[config.mk]
export PLATFORM = sky130hd
export DESIGN_NAME = fp_cmp_pipe_flat
export DESIGN_NICKNAME = d
export VERILOG_FILES = /design/src/rtl/fp_cmp_pipe_if.sv /design/src/rtl/fp_cmp_pipe.sv /design/src/flat_wrapper.sv
export SDC_FILE = /design/constraint.sdc
export NUM_CORES = 1
export LEC_CHECK = 0
export CORE_MARGIN = 5
export CORE_UTILIZATION = 54
export DETAILED_ROUTE_END_ITERATION = 10
export GPL_TIMING_DRIVEN = 0
export HOLD_SLACK_MARGIN = 0.02
export PLACE_DENSITY = 0.88
export SLEW_MARGIN = 20
export SYNTH_ARGS = -nofsm -noshare
export SYNTH_HDL_FRONTEND = slang
export SYNTH_SLANG_ARGS = --single-unit
[constraint.sdc]
create_clock -name clk -period 6.1 [get_ports clk]
set_input_delay 1.22 -clock clk [delete_from_list [all_inputs] [get_ports clk]]
set_output_delay 1.22 -clock clk [all_outputs]
set_load 0.05 [all_outputs]
[src/rtl/fp_cmp_pipe_if.sv]
// Issue/result bundle for the pipelined FP compare unit.
// start issues one op per cycle with no ready; done pulses exactly two cycles later per accepted op.
interface fp_cmp_pipe_if #(
   parameter int DATA_W = 32
) ();
   logic              start;
   logic [2:0]        fn;
   logic [DATA_W-1:0] op_a;
   logic [DATA_W-1:0] op_b;
   logic              clr_flags;
   logic              done;
   logic [DATA_W-1:0] res;
   logic              nv;
   logic              nv_sticky;

   modport master (
      output start, fn, op_a, op_b, clr_flags,
      input  done, res, nv, nv_sticky
   );

   modport slave (
      input  start, fn, op_a, op_b, clr_flags,
      output done, res, nv, nv_sticky
   );
endinterface

[src/rtl/fp_cmp_pipe.sv]
// Two-stage IEEE-754 compare / min-max / classify unit.
// Stage 1 decodes operand classes and magnitude order; stage 2 selects the result and invalid flag.
module fp_cmp_pipe #(
   parameter int DATA_W = 32,
   parameter int EXP_W  = 8
) (
   input logic          clk,
   input logic          rst,
   fp_cmp_pipe_if.slave bus
);
   localparam int MAN_W = DATA_W - EXP_W - 1;

   localparam logic [2:0] FN_LE  = 3'd0;
   localparam logic [2:0] FN_LT  = 3'd1;
   localparam logic [2:0] FN_EQ  = 3'd2;
   localparam logic [2:0] FN_MIN = 3'd3;
   localparam logic [2:0] FN_MAX = 3'd4;
   localparam logic [2:0] FN_CLS = 3'd5;

   localparam logic [DATA_W-1:0] CANON_NAN =
      {1'b0, {EXP_W{1'b1}}, 1'b1, {(MAN_W-1){1'b0}}};

   function automatic logic exp_ones(input logic [DATA_W-1:0] x);
      return &x[DATA_W-2 -: EXP_W];
   endfunction
   function automatic logic exp_zero(input logic [DATA_W-1:0] x);
      return ~|x[DATA_W-2 -: EXP_W];
   endfunction
   function automatic logic man_zero(input logic [DATA_W-1:0] x);
      return ~|x[MAN_W-1:0];
   endfunction

   // Stage 1 registers
   logic              v1_q, v1_d;
   logic [2:0]        fn1_q, fn1_d;
   logic [DATA_W-1:0] a1_q, a1_d, b1_q, b1_d;
   logic              a_zero_q, a_zero_d, a_sub_q, a_sub_d, a_inf_q, a_inf_d;
   logic              a_qnan_q, a_qnan_d, a_snan_q, a_snan_d;
   logic              b_zero_q, b_zero_d, b_qnan_q, b_qnan_d, b_snan_q, b_snan_d;
   logic              mag_lt_q, mag_lt_d, mag_eq_q, mag_eq_d;

   // Stage 2 / output registers
   logic              done_q, done_d;
   logic [DATA_W-1:0] res_q, res_d;
   logic              nv_q, nv_d;
   logic              sticky_q, sticky_d;

   always_comb begin
      v1_d     = bus.start;
      fn1_d    = fn1_q;
      a1_d     = a1_q;
      b1_d     = b1_q;
      a_zero_d = a_zero_q;
      a_sub_d  = a_sub_q;
      a_inf_d  = a_inf_q;
      a_qnan_d = a_qnan_q;
      a_snan_d = a_snan_q;
      b_zero_d = b_zero_q;
      b_qnan_d = b_qnan_q;
      b_snan_d = b_snan_q;
      mag_lt_d = mag_lt_q;
      mag_eq_d = mag_eq_q;
      if (bus.start) begin
         fn1_d    = bus.fn;
         a1_d     = bus.op_a;
         b1_d     = bus.op_b;
         a_zero_d = exp_zero(bus.op_a) & man_zero(bus.op_a);
         a_sub_d  = exp_zero(bus.op_a) & ~man_zero(bus.op_a);
         a_inf_d  = exp_ones(bus.op_a) & man_zero(bus.op_a);
         a_qnan_d = exp_ones(bus.op_a) & bus.op_a[MAN_W-1];
         a_snan_d = exp_ones(bus.op_a) & ~bus.op_a[MAN_W-1] & ~man_zero(bus.op_a);
         b_zero_d = exp_zero(bus.op_b) & man_zero(bus.op_b);
         b_qnan_d = exp_ones(bus.op_b) & bus.op_b[MAN_W-1];
         b_snan_d = exp_ones(bus.op_b) & ~bus.op_b[MAN_W-1] & ~man_zero(bus.op_b);
         mag_lt_d = bus.op_a[DATA_W-2:0] <  bus.op_b[DATA_W-2:0];
         mag_eq_d = bus.op_a[DATA_W-2:0] == bus.op_b[DATA_W-2:0];
      end
   end

   logic              sa, sb, a_nan, b_nan, any_snan, both_zero;
   logic              equal, less, a_first;
   logic [DATA_W-1:0] min_v, max_v, res_n;
   logic [9:0]        cls;
   logic              nv_n;

   always_comb begin
      sa        = a1_q[DATA_W-1];
      sb        = b1_q[DATA_W-1];
      a_nan     = a_qnan_q | a_snan_q;
      b_nan     = b_qnan_q | b_snan_q;
      any_snan  = a_snan_q | b_snan_q;
      both_zero = a_zero_q & b_zero_q;
      equal     = both_zero | ((sa == sb) & mag_eq_q);
      if (both_zero)      less = 1'b0;
      else if (sa != sb)  less = sa;
      else if (!sa)       less = mag_lt_q;
      else                less = ~mag_lt_q & ~mag_eq_q;
      // Total order for MIN/MAX additionally puts -0 below +0.
      a_first = less | (both_zero & sa & ~sb);

      if (a_nan & b_nan) begin
         min_v = CANON_NAN;
         max_v = CANON_NAN;
      end else if (a_nan) begin
         min_v = b1_q;
         max_v = b1_q;
      end else if (b_nan) begin
         min_v = a1_q;
         max_v = a1_q;
      end else begin
         min_v = a_first ? a1_q : b1_q;
         max_v = a_first ? b1_q : a1_q;
      end

      cls[0] = a_inf_q & sa;
      cls[1] = ~a_inf_q & ~a_nan & ~a_zero_q & ~a_sub_q & sa;
      cls[2] = a_sub_q & sa;
      cls[3] = a_zero_q & sa;
      cls[4] = a_zero_q & ~sa;
      cls[5] = a_sub_q & ~sa;
      cls[6] = ~a_inf_q & ~a_nan & ~a_zero_q & ~a_sub_q & ~sa;
      cls[7] = a_inf_q & ~sa;
      cls[8] = a_snan_q;
      cls[9] = a_qnan_q;

      res_n = '0;
      nv_n  = 1'b0;
      case (fn1_q)
         FN_LE: begin
            res_n[0] = ~(a_nan | b_nan) & (less | equal);
            nv_n     = a_nan | b_nan;
         end
         FN_LT: begin
            res_n[0] = ~(a_nan | b_nan) & less;
            nv_n     = a_nan | b_nan;
         end
         FN_EQ: begin
            res_n[0] = ~(a_nan | b_nan) & equal;
            nv_n     = any_snan;
         end
         FN_MIN: begin
            res_n = min_v;
            nv_n  = any_snan;
         end
         FN_MAX: begin
            res_n = max_v;
            nv_n  = any_snan;
         end
         FN_CLS:  res_n = {{(DATA_W-10){1'b0}}, cls};
         default: res_n = '0;
      endcase

      done_d   = v1_q;
      res_d    = v1_q ? res_n : res_q;
      nv_d     = v1_q ? nv_n  : nv_q;
      // A completing invalid op beats a coincident clear.
      sticky_d = (sticky_q & ~bus.clr_flags) | (done_q & nv_q);
   end

   always_ff @(posedge clk or posedge rst) begin
      if (rst) begin
         v1_q     <= 1'b0;
         fn1_q    <= '0;
         a1_q     <= '0;
         b1_q     <= '0;
         a_zero_q <= 1'b0;
         a_sub_q  <= 1'b0;
         a_inf_q  <= 1'b0;
         a_qnan_q <= 1'b0;
         a_snan_q <= 1'b0;
         b_zero_q <= 1'b0;
         b_qnan_q <= 1'b0;
         b_snan_q <= 1'b0;
         mag_lt_q <= 1'b0;
         mag_eq_q <= 1'b0;
         done_q   <= 1'b0;
         res_q    <= '0;
         nv_q     <= 1'b0;
         sticky_q <= 1'b0;
      end else begin
         v1_q     <= v1_d;
         fn1_q    <= fn1_d;
         a1_q     <= a1_d;
         b1_q     <= b1_d;
         a_zero_q <= a_zero_d;
         a_sub_q  <= a_sub_d;
         a_inf_q  <= a_inf_d;
         a_qnan_q <= a_qnan_d;
         a_snan_q <= a_snan_d;
         b_zero_q <= b_zero_d;
         b_qnan_q <= b_qnan_d;
         b_snan_q <= b_snan_d;
         mag_lt_q <= mag_lt_d;
         mag_eq_q <= mag_eq_d;
         done_q   <= done_d;
         res_q    <= res_d;
         nv_q     <= nv_d;
         sticky_q <= sticky_d;
      end
   end

   assign bus.done      = done_q;
   assign bus.res       = res_q;
   assign bus.nv        = nv_q;
   assign bus.nv_sticky = sticky_q | (done_q & nv_q);
endmodule
[src/flat_wrapper.sv]
// flat-port wrapper written by rule: the top's interface ports become plain ports
module fp_cmp_pipe_flat 
#(
   parameter int DATA_W = 32,
   parameter int EXP_W  = 8
)
  (clk, rst, bus_start, bus_fn, bus_op_a, bus_op_b, bus_clr_flags, bus_done, bus_res, bus_nv, bus_nv_sticky);
  fp_cmp_pipe_if #(.DATA_W(DATA_W)) bus_i ();
  input logic clk;
  input logic rst;
  input wire logic [$bits(bus_i.start)-1:0] bus_start;
  input wire logic [$bits(bus_i.fn)-1:0] bus_fn;
  input wire logic [$bits(bus_i.op_a)-1:0] bus_op_a;
  input wire logic [$bits(bus_i.op_b)-1:0] bus_op_b;
  input wire logic [$bits(bus_i.clr_flags)-1:0] bus_clr_flags;
  output wire logic [$bits(bus_i.done)-1:0] bus_done;
  output wire logic [$bits(bus_i.res)-1:0] bus_res;
  output wire logic [$bits(bus_i.nv)-1:0] bus_nv;
  output wire logic [$bits(bus_i.nv_sticky)-1:0] bus_nv_sticky;
  assign bus_i.start = bus_start;
  assign bus_i.fn = bus_fn;
  assign bus_i.op_a = bus_op_a;
  assign bus_i.op_b = bus_op_b;
  assign bus_i.clr_flags = bus_clr_flags;
  assign bus_done = bus_i.done;
  assign bus_res = bus_i.res;
  assign bus_nv = bus_i.nv;
  assign bus_nv_sticky = bus_i.nv_sticky;
  fp_cmp_pipe #(.DATA_W(DATA_W), .EXP_W(EXP_W)) u_core (.clk(clk), .rst(rst), .bus(bus_i));
endmodule
After elaboration in Yosys (flattened, before gate mapping)

Cells that the tools add are included.

Output and inout bits: 35
Register bits: 113
Logic and storage cells: 107
Input port bits: 71

Reductions and logical operators: 13
$lt $le $gt $ge: 1
Bitwise operators: 53
Mux-type cells: 14
Equal/unequal tests: 8

Operator list:

| kind               | count |
|---|---|
| $mux 32            | 8 |
| $pmux 31 s3        | 1 |
| $reduce_or 23->1   | 2 |
| $and 1x1->1        | 32 |
| $eq 31x31->1       | 1 |
| $lt 31x31->1       | 1 |
| $reduce_and 8->1   | 2 |
| $reduce_or 8->1    | 2 |
| $not 1->1          | 12 |
| $or 1x1->1         | 9 |
| $eq 3x2->1 const B | 2 |
| $eq 3x3->1 const B | 2 |
| $pmux 1 s6         | 1 |
| $logic_not 1->1    | 4 |
| $eq 3x1->1 const B | 1 |
| $logic_not 3->1    | 1 |
| $mux 1             | 3 |
| $reduce_or 3->1    | 1 |
| $pmux 1 s2         | 1 |
| $reduce_or 2->1    | 1 |
| $eq 1x1->1         | 1 |
| $ne 1x1->1         | 1 |

Depth between registers and ports, before layout

Gate-level depths: netlist (run 1).

Depth in word-level cells: 11
Gate-level depth with buffers: 11
Depth with buffers taken out: 8

Worst setup path after synthesis (run 1)

No wires, ideal clock.

Kind: register -> register
Start point: reg u_core.a1_q[31]
End point: reg u_core.res_q[10] (netlist: u_core.bus.res[10])
Data arrival time: 2.366 ns
Clock period less this slack: 2.492 ns
Data required time: 5.974 ns
Stages on the path, launching flop included: 11
Setup time: 0.126 ns
Slack: 3.608 ns
Buffers on the path: 2
Path through: dfrtp_1 > clkbuf_1 > inv_1 > ha_1 > o21bai_1 > o211ai_1 > nand2_1 > mux2_4 > nor4b_4 > buf_6 > a221o_1

Word-level cells in the longest chain between the ends: 9
Elaborated cells between the ends (all ways): 16
Classes of those cells: 1 x eq/ne; 12 x mux; 3 x bitwise

Ends and longest elaborated chain:

| what                                        | line                                   | RTL |
|---|---|---|
| start, declared                             | fp_cmp_pipe.sv:36                      | `logic [DATA_W-1:0] a1_q, a1_d, b1_q, b1_d;` |
| start signal, assigned                      | fp_cmp_pipe.sv:164                     | `a1_q <= '0;` |
| start signal, assigned                      | fp_cmp_pipe.sv:183                     | `a1_q <= a1_d;` |
| $mux 1 / $ne 1x1->1 (equally long branches) | fp_cmp_pipe.sv:96, fp_cmp_pipe.sv:95   |  |
| $mux 1                                      | fp_cmp_pipe.sv:95                      | `else if (sa != sb) less = sa;` |
| $mux 1                                      | fp_cmp_pipe.sv:94                      | `if (both_zero) less = 1'b0;` |
| $or 1x1->1 *                                | fp_cmp_pipe.sv:99                      | `a_first = less \| (both_zero & sa & ~sb);` |
| $mux 32, on equally long branches           | fp_cmp_pipe.sv:112, fp_cmp_pipe.sv:111 |  |
| $mux 32                                     | fp_cmp_pipe.sv:107                     | `end else if (b_nan) begin` |
| $mux 32                                     | fp_cmp_pipe.sv:104                     | `end else if (a_nan) begin` |
| $mux 32                                     | fp_cmp_pipe.sv:101                     | `if (a_nan & b_nan) begin` |
| $pmux 31 s3 *                               | fp_cmp_pipe.sv:128                     | `case (fn1_q)` |
| end signal, assigned                        | fp_cmp_pipe.sv:196                     | `res_q <= res_d;` |
| end, declared                               | fp_cmp_pipe.sv:44                      | `logic [DATA_W-1:0] res_q, res_d;` |

Every way passes the cells marked *; elsewhere a longest branch is shown, timed or not.
A chain may end at the register's enable or synchronous reset.

Worst setup path in the final report (run 1)

Start point: reg u_core.nv_q (netlist: u_core.bus.nv)
End point: out bus_nv_sticky

Word-level cells in the longest chain between the ends: 2

Ends and longest elaborated chain:

| what                   | line               | RTL |
|---|---|---|
| start, declared        | fp_cmp_pipe.sv:45  | `logic nv_q, nv_d;` |
| start signal, assigned | fp_cmp_pipe.sv:197 | `nv_q <= nv_d;` |
| $and 1x1->1            | fp_cmp_pipe.sv:205 | `assign bus.nv_sticky = sticky_q \| (done_q & nv_q);` |
| $or 1x1->1             | fp_cmp_pipe.sv:205 |  |
| end, declared          | flat_wrapper.sv:19 | `output wire logic [$bits(bus_i.nv_sticky)-1:0] bus_nv_sticky;` |

Every way passes these cells.

==> results of run 1 <==
[layer usage]
| layer | global-route usage, % | vias up | part of all wire, % |
|---|---|---|---|
| li1 | - | 2146 | - |
| met4 | 12.1 | 0 | 3.4 |
| met2 | 45.2 | 272 | 50 |
| met1 | 32.4 | 2436 | 39 |
| met5 | 0 | - | 0 |
| met3 | 5.67 | 54 | 7.4 |
[final cells by class]
| class | count | area (um^2) | share of cell area (%) |
|---|---|---|---|
| Sequential cell | 113 | 2830 | 37.3 |
| Multi-Input combinational cell | 321 | 2590 | 34.3 |
| Timing Repair Buffer | 106 | 1080 | 14.2 |
| Clock buffer | 19 | 432 | 5.70 |
| Inverter | 59 | 226 | 2.99 |
| Tap cell | 136 | 170 | 2.25 |
| Clock inverter | 13 | 130 | 1.72 |
| Buffer | 22 | 113 | 1.49 |
[synth_stat cells, types with 3 or more instances]
| cell | n | area [um^2] |
|---|---|---|
| a31oi_1 | 3 | 18.8 |
| o22ai_1 | 8 | 50.1 |
| buf_1 | 4 | 15.0 |
| ha_1 | 33 | 413 |
| nand3_1 | 16 | 80.1 |
| a22o_1 | 6 | 52.6 |
| nor3_1 | 7 | 35.0 |
| o21ai_0 | 13 | 65.1 |
| nor2b_1 | 4 | 25.0 |
| a32o_1 | 3 | 30.0 |
| a21oi_1 | 14 | 70.1 |
| nor2_1 | 20 | 75.1 |
| nand2_1 | 22 | 82.6 |
| and3_1 | 14 | 87.6 |
| dfrtp_1 | 113 | 2830 |
| inv_1 | 59 | 221 |
| buf_6 | 4 | 45.0 |
| nand4_1 | 13 | 81.3 |
| a21o_1 | 7 | 52.6 |
| o221ai_1 | 9 | 78.8 |
| nor4_1 | 14 | 87.6 |
| clkbuf_1 | 14 | 52.6 |
| mux2_2 | 64 | 721 |
| a221o_1 | 22 | 220 |
[through the flow]
stage | total power [W] | area (um^2)
floorplan | 0.00113 | 5760
global placement | 0.00129 | 6980
detailed placement | 0.00131 | 7010
CTS | 0.00224 | 7570
global route | 0.00231 | 7570
finish | 0.00224 | 7570
[power by group through the flow]
stage	Sequential, W	Clock, W	Combinational (W)
after CTS	0.000868	0.000932	0.000439
after floorplan	0.000953	0	0.000181
final	0.000870	0.000929	0.000440
after global routing	0.000877	0.000962	0.000469
after detailed placement	0.000880	0	0.000434
after global placement	0.000875	0	0.000418
[worst min-delay path by stage]
stage / startpoint / to / cells after the start
after CTS: u_core.a1_q[19] / u_core.a1_q[19] / 1
after detailed placement: u_core.a1_q[20] / u_core.a1_q[20] / 1
after global routing: u_core.a1_q[19] / u_core.a1_q[19] / 1
after global placement: u_core.a1_q[15] / u_core.a1_q[15] / 1
final: u_core.a1_q[19] / u_core.a1_q[19] / 1
after floorplan: u_core.done_d / u_core.bus.done / 0
[flip-flops by register name (all words and copies together) (netlist names), 3 cells and up]
name	flops
u_core.fn1_q	3
u_core.b1_q	32
u_core.a1_q	32
u_core.bus.res	32
[layout by cell type (no fill, tap or decap), types with 8 or more instances in the layout]
cell,count
o21ai_0,13
dfrtp_1,113
o221ai_1,9
nor2_1,20
clkbuf_1,15
nor4_1,14
a221o_1,22
nand4_1,13
nand2_1,22
o22ai_1,8
clkbuf_16,16
mux2_2,64
clkdlybuf4s50_1,105
inv_1,58
a21oi_1,14
nand3_1,16
and3_1,14
ha_1,33
[critical path, stage by stage, from the launching register on]
cell             delay (ns)
dfrtp_1                0.39
nand2_1                0.08
nand2_1                0.07
clkdlybuf4s50_1        0.79
[kinds of logic after synthesis]
logic type      count (synthesis)
simple gates                  125
flops                         113
compound gates                 97
buf+inv                        81
mux                            66
fa+ha+maj                      33
==> impl_metrics.csv, run 1 <==
group,metric,value,unit
logic_synthesis,ys.flop_type,"dfrtp_1",
sta,fmax,327,MHz
cts,cts.path.max_buffers,2,
worst_setup_path,worstPathRequired,4.88,ns
floorplanning,fp.dieArea,12800,um^2
logic_synthesis,synthDistinctLibCells,48,
power,switching_share,30.0,%
cells_and_area,nets,744,
cells_and_area,syn2layout_area_growth,31.5,%
routing,ant_nets,0,
logic_synthesis,ys_async_sr_fraction,100,%
logic_synthesis,synth_mux_area_share,13.0,%
run_status,status,"completed",
worst_setup_path,r2r_start,"u_core.a1_q[31]",
sta,clock_skew,0.00894,ns
power,leakagePower,3.35,nW
worst_setup_path,critPathLaunch,"u_core.bus.nv",
floorplanning,core.rowCount,37,
routing,wl,16.6,mm
logic_synthesis,syn_inst,515,
sta,finalMaxSlewViolations,0,
sta,setup_viol,0,
power,combPwrFrac,19.6,%
place,pre_cts_ws,2.71,ns
power,power.density,296,nW/um^2
logic_synthesis,synth_compound_area_share,13.1,%
cts,cts_setup_buffers,0,
worst_setup_path,crit_type,"flop to output pin",
cts,clkSlewWorstSetupHoldPaths,0.06,ns
place,place_inst,757,
sta,fin_crit_sh,50.1,%
job,cap_violations,0,
floorplanning,io_pins,106,
routing,wl_per_cell,21.1,um
power,p_int,0.00157,W
cells_and_area,nFillCells,694,
routing,drt-vias-per-instance,6.22,
floorplanning,die_y,113,um
routing,num_vias,4908,
routing,drt_first_pass_iters,7,
floorplanning,core,10400,um^2
cts,clk_latency,0.52,ns
logic_synthesis,synth-seq-area-share,49.1,%
worst_setup_path,cp-start-kind,"flop",
cts,cts_made_buffers,17,
logic_synthesis,synth_fa_ha_area_share,7.17,%
place,numPortBuffers,105,
logic_synthesis,syn_nets,619,
worst_setup_path,r2r_cells,10,
cts,root_buffer,"clkbuf_8",
logic_synthesis,synthSimpleGateAreaFrac,11.8,%
sta,worstMarginPinSlew,0.721,ns
grt,grt_max_degree,87,
power,pwr-share-seq,38.9,%
grt,antenna_found_initial,0,
sta,fin_crit,3.05,ns
worst_setup_path,cp-endpoint,"bus_nv_sticky",
sta,grt_setup_unrepaired,"false",
worst_setup_path,critical_path_arrival,1.83,ns
floorplanning,start_util,55.5,%
grt,grt_pass1_vias,5303,
sta,final.setup.tns,0,ns
worst_setup_path,endpoint_kind,"output pin",
sta,fin_hold_ws,0.503,ns
logic_synthesis,synth_area_per_cell,11.2,um^2
cts,cts_resized,0,
cts,clock_sinks,113,
grt,overflow,0,
grt,grt_pass1_wl,26.7,mm
hold_path,hp-class,"flop to flop",
logic_synthesis,synthXorXnorAreaFrac,0,%
cells_and_area,num_antenna_cells,0,
routing,drt_iter0_drc,415,
cts,cts_hold_buf,0,
cells_and_area,final_cells,789,
place,gp_congestion,0.882,
logic_synthesis,synth_area,5760,um^2
sta,slew_headroom,51.9,%
logic_synthesis,synth_top_family_by_area,"compound AO/OA/AOI/OAI gates",
cells_and_area,fin_util,73.0,%
logic_synthesis,yosys_warnings,0,
power,p_sw,0.000671,W
cts,cts-htree-levels,4,
floorplanning,fp.dieW,113,um
place,dp_hpwl,12.2,mm
worst_setup_path,critical_path.max_fanout,3,
worst_setup_path,r2r_slack,3.17,ns
routing,route.detailed.drc,0,
cells_and_area,drive_above_1_share,16.7,%
sta,hold_violations,0,
cts,cts_tree,"yes",
power,clock_power_share,41.5,%
sta,setup_ws,3.05,ns
logic_synthesis,synth-seq-cells,113,
logic_synthesis,synth_edf_count,0,
worst_setup_path,r2r_end,"u_core.bus.res[11]",
grt,gr-usage-all-layers,26.6,%
power,ir_drop,217,uV
(Power assumes the default switching activity.)
==> run 2: changes to the inputs <==
--- a/config.mk
+++ b/config.mk
@@ -6,11 +6,11 @@
 export NUM_CORES = 1
 export LEC_CHECK = 0
 export CORE_MARGIN = 5
-export CORE_UTILIZATION = 54
+export CORE_UTILIZATION = 48
 export DETAILED_ROUTE_END_ITERATION = 10
 export GPL_TIMING_DRIVEN = 0
 export HOLD_SLACK_MARGIN = 0.02
-export PLACE_DENSITY = 0.88
+export PLACE_DENSITY = 0.83
 export SLEW_MARGIN = 20
 export SYNTH_ARGS = -nofsm -noshare
 export SYNTH_HDL_FRONTEND = slang
==> constraint.sdc (replaced) <==
create_clock -name clk -period 2.8 [get_ports clk]
set_input_delay 0.56 -clock clk [delete_from_list [all_inputs] [get_ports clk]]
set_output_delay 0.56 -clock clk [all_outputs]
set_load 0.05 [all_outputs]
==> impl_metrics.csv, run 2 (synthesis gave the netlist of run 1 again) <==
group,metric,value,unit
run_status,status,"completed",
power,leakagePower,3.41,nW
worst_setup_path,worstPathRequired,3.09,ns
cts,cts_setup_buffers,0,
floorplanning,start_util,48.5,%
routing,ant_nets,0,
routing,drt-vias-per-instance,6.13,
sta,setup_viol,0,
place,gp_congestion,0.906,
worst_setup_path,r2r_start,"u_core.a1_q[31]",
sta,finalMaxSlewViolations,0,
grt,grt_pass1_vias,5237,
cts,cts_made_buffers,17,
cells_and_area,num_antenna_cells,0,
worst_setup_path,r2r_cells,9,
cts,clock_sinks,113,
sta,grt_setup_unrepaired,"false",
routing,drt_iter0_drc,319,
power,ir_drop,452,uV
floorplanning,die_y,120,um
worst_setup_path,r2r_end,"u_core.bus.res[1]",
sta,worstMarginPinSlew,0.708,ns
sta,fin_crit_sh,94.2,%
cells_and_area,final_cells,801,
cells_and_area,fin_util,64.9,%
place,pre_cts_ws,-0.0578,ns
worst_setup_path,crit_type,"flop to flop",
cts,cts_tree,"yes",
sta,hold_violations,0,
cells_and_area,nFillCells,917,
worst_setup_path,cp-start-kind,"flop",
sta,clock_skew,0.00871,ns
worst_setup_path,critical_path.max_fanout,10,
floorplanning,io_pins,106,
sta,slew_headroom,52.8,%
floorplanning,fp.dieArea,14300,um^2
hold_path,worstHoldStart,"u_core.b1_q[12]",
power,power.density,673,nW/um^2
hold_path,whs_path_depth,1,
cts,cts.path.max_buffers,2,
worst_setup_path,critical_path_arrival,2.92,ns
routing,drt_first_pass_iters,5,
grt,grt_pass1_wl,27.0,mm
grt,overflow,0,
sta,setup_ws,0.162,ns
cells_and_area,drive_above_1_share,17.3,%
hold_path,hp-class,"flop to flop",
cts,clkSlewWorstSetupHoldPaths,0.05,ns
cts,cts-htree-levels,4,
cts,clk_latency,0.41,ns
cells_and_area,syn2layout_area_growth,33.7,%
routing,wl,16.9,mm
cts,cts_hold_buf,0,
place,dp_hpwl,12.4,mm
cells_and_area,final_common_cell,"dfrtp_1",
floorplanning,fp.dieW,120,um
sta,fin_crit,2.64,ns
cells_and_area,nets,745,
floorplanning,core,11900,um^2
worst_setup_path,critPathLaunch,"u_core.a1_q[31]",
routing,route.detailed.drc,0,
sta,fmax,379,MHz
place,place_inst,770,
hold_path,hold_end,"u_core.bus.res[12]",
grt,grt_max_degree,37,
job,cap_violations,0,
cells_and_area,final_cell_mix,"dfrtp_1 (112), clkdlybuf4s50_1 (105), mux2_2 (64)",
worst_setup_path,endpoint_kind,"flop",
routing,wl_per_cell,21.0,um
worst_setup_path,r2r_slack,0.16,ns
cts,root_buffer,"clkbuf_16",
grt,antenna_found_initial,0,
place,numPortBuffers,105,
floorplanning,core.rowCount,40,
routing,num_vias,4909,
grt,gr-usage-all-layers,24.4,%
## run 2: changes by cell type in the layout (fill, tap and decap cells not counted), moves of 2 or more
cell / change
clkinv_4: -5
buf_12: +3
clkbuf_8: +2
inv_6: -4
bufinv_16: +3
clkinv_2: +4
## run 2: power breakdown
group	internal, W	switching [W]	total (W)
sequential	0.00179	0.000106	0.00190
combinational	0.000417	0.000541	0.000958
clock	0.00158	0.000750	0.00233
## run 2: worst max-delay path, cell delays in order (launching register included)
cell	delay, ns
dfrtp_2	0.47
inv_1	0.11
ha_1	0.32
o21bai_1	0.19
o211ai_1	0.26
nand2_1	0.18
mux2_4	0.35
nor4b_4	0.15
buf_6	0.16
a221o_1	0.31
## run 2: worst max path at each step
stage                          to  slack (ns)  cells past startpoint
6_report        u_core.bus.res[1]        0.16                      9
5_1_grt         u_core.bus.res[1]        0.05                      9
4_1_cts        u_core.bus.res[18]        0.07                      9
3_5_place_dp    u_core.bus.res[8]       -0.06                     10
3_3_place_gp   u_core.bus.res[15]       -0.13                      2
2_1_floorplan  u_core.bus.res[10]        0.31                     10
## run 2: metal layers
layer | up-vias | wire [um] | track usage, %
met4 | 0 | 603 | 13.4
met1 | 2469 | 6830 | 29.9
met3 | 54 | 1150 | 5.37
li1 | 2147 | - | -
met5 | - | 0 | 0
met2 | 239 | 8270 | 40.1
## run 2: repair_timing
item	CTS	global route
setup endpoints to repair	22	29
gates resized for setup	0	2
endpoints found under the hold margin	0	0
## run 2: cell type report
type | instances | area, um^2 | area share, %
plain buffers | 21 | 109 | 1.41
clock buffers | 22 | 484 | 6.29
clock inverters | 10 | 155 | 2.02
inverters | 59 | 225 | 2.93
multi-input cells | 321 | 2600 | 33.7
flip-flops and latches | 113 | 2830 | 36.8
well taps | 147 | 184 | 2.39
repair buffers | 108 | 1110 | 14.4
## run 2: per-stage QoR
step           TNS (ns)  cell area [um^2]  total power (W)  hold WS (ns)
2_1_floorplan         0              5760          0.00247         0.421
3_3_place_gp     -15.03              6990          0.00282         0.481
3_5_place_dp     -0.496              7050          0.00287         0.489
4_1_cts               0              7690          0.00518         0.501
5_1_grt               0              7690          0.00535         0.513
6_report              0              7690          0.00518         0.497
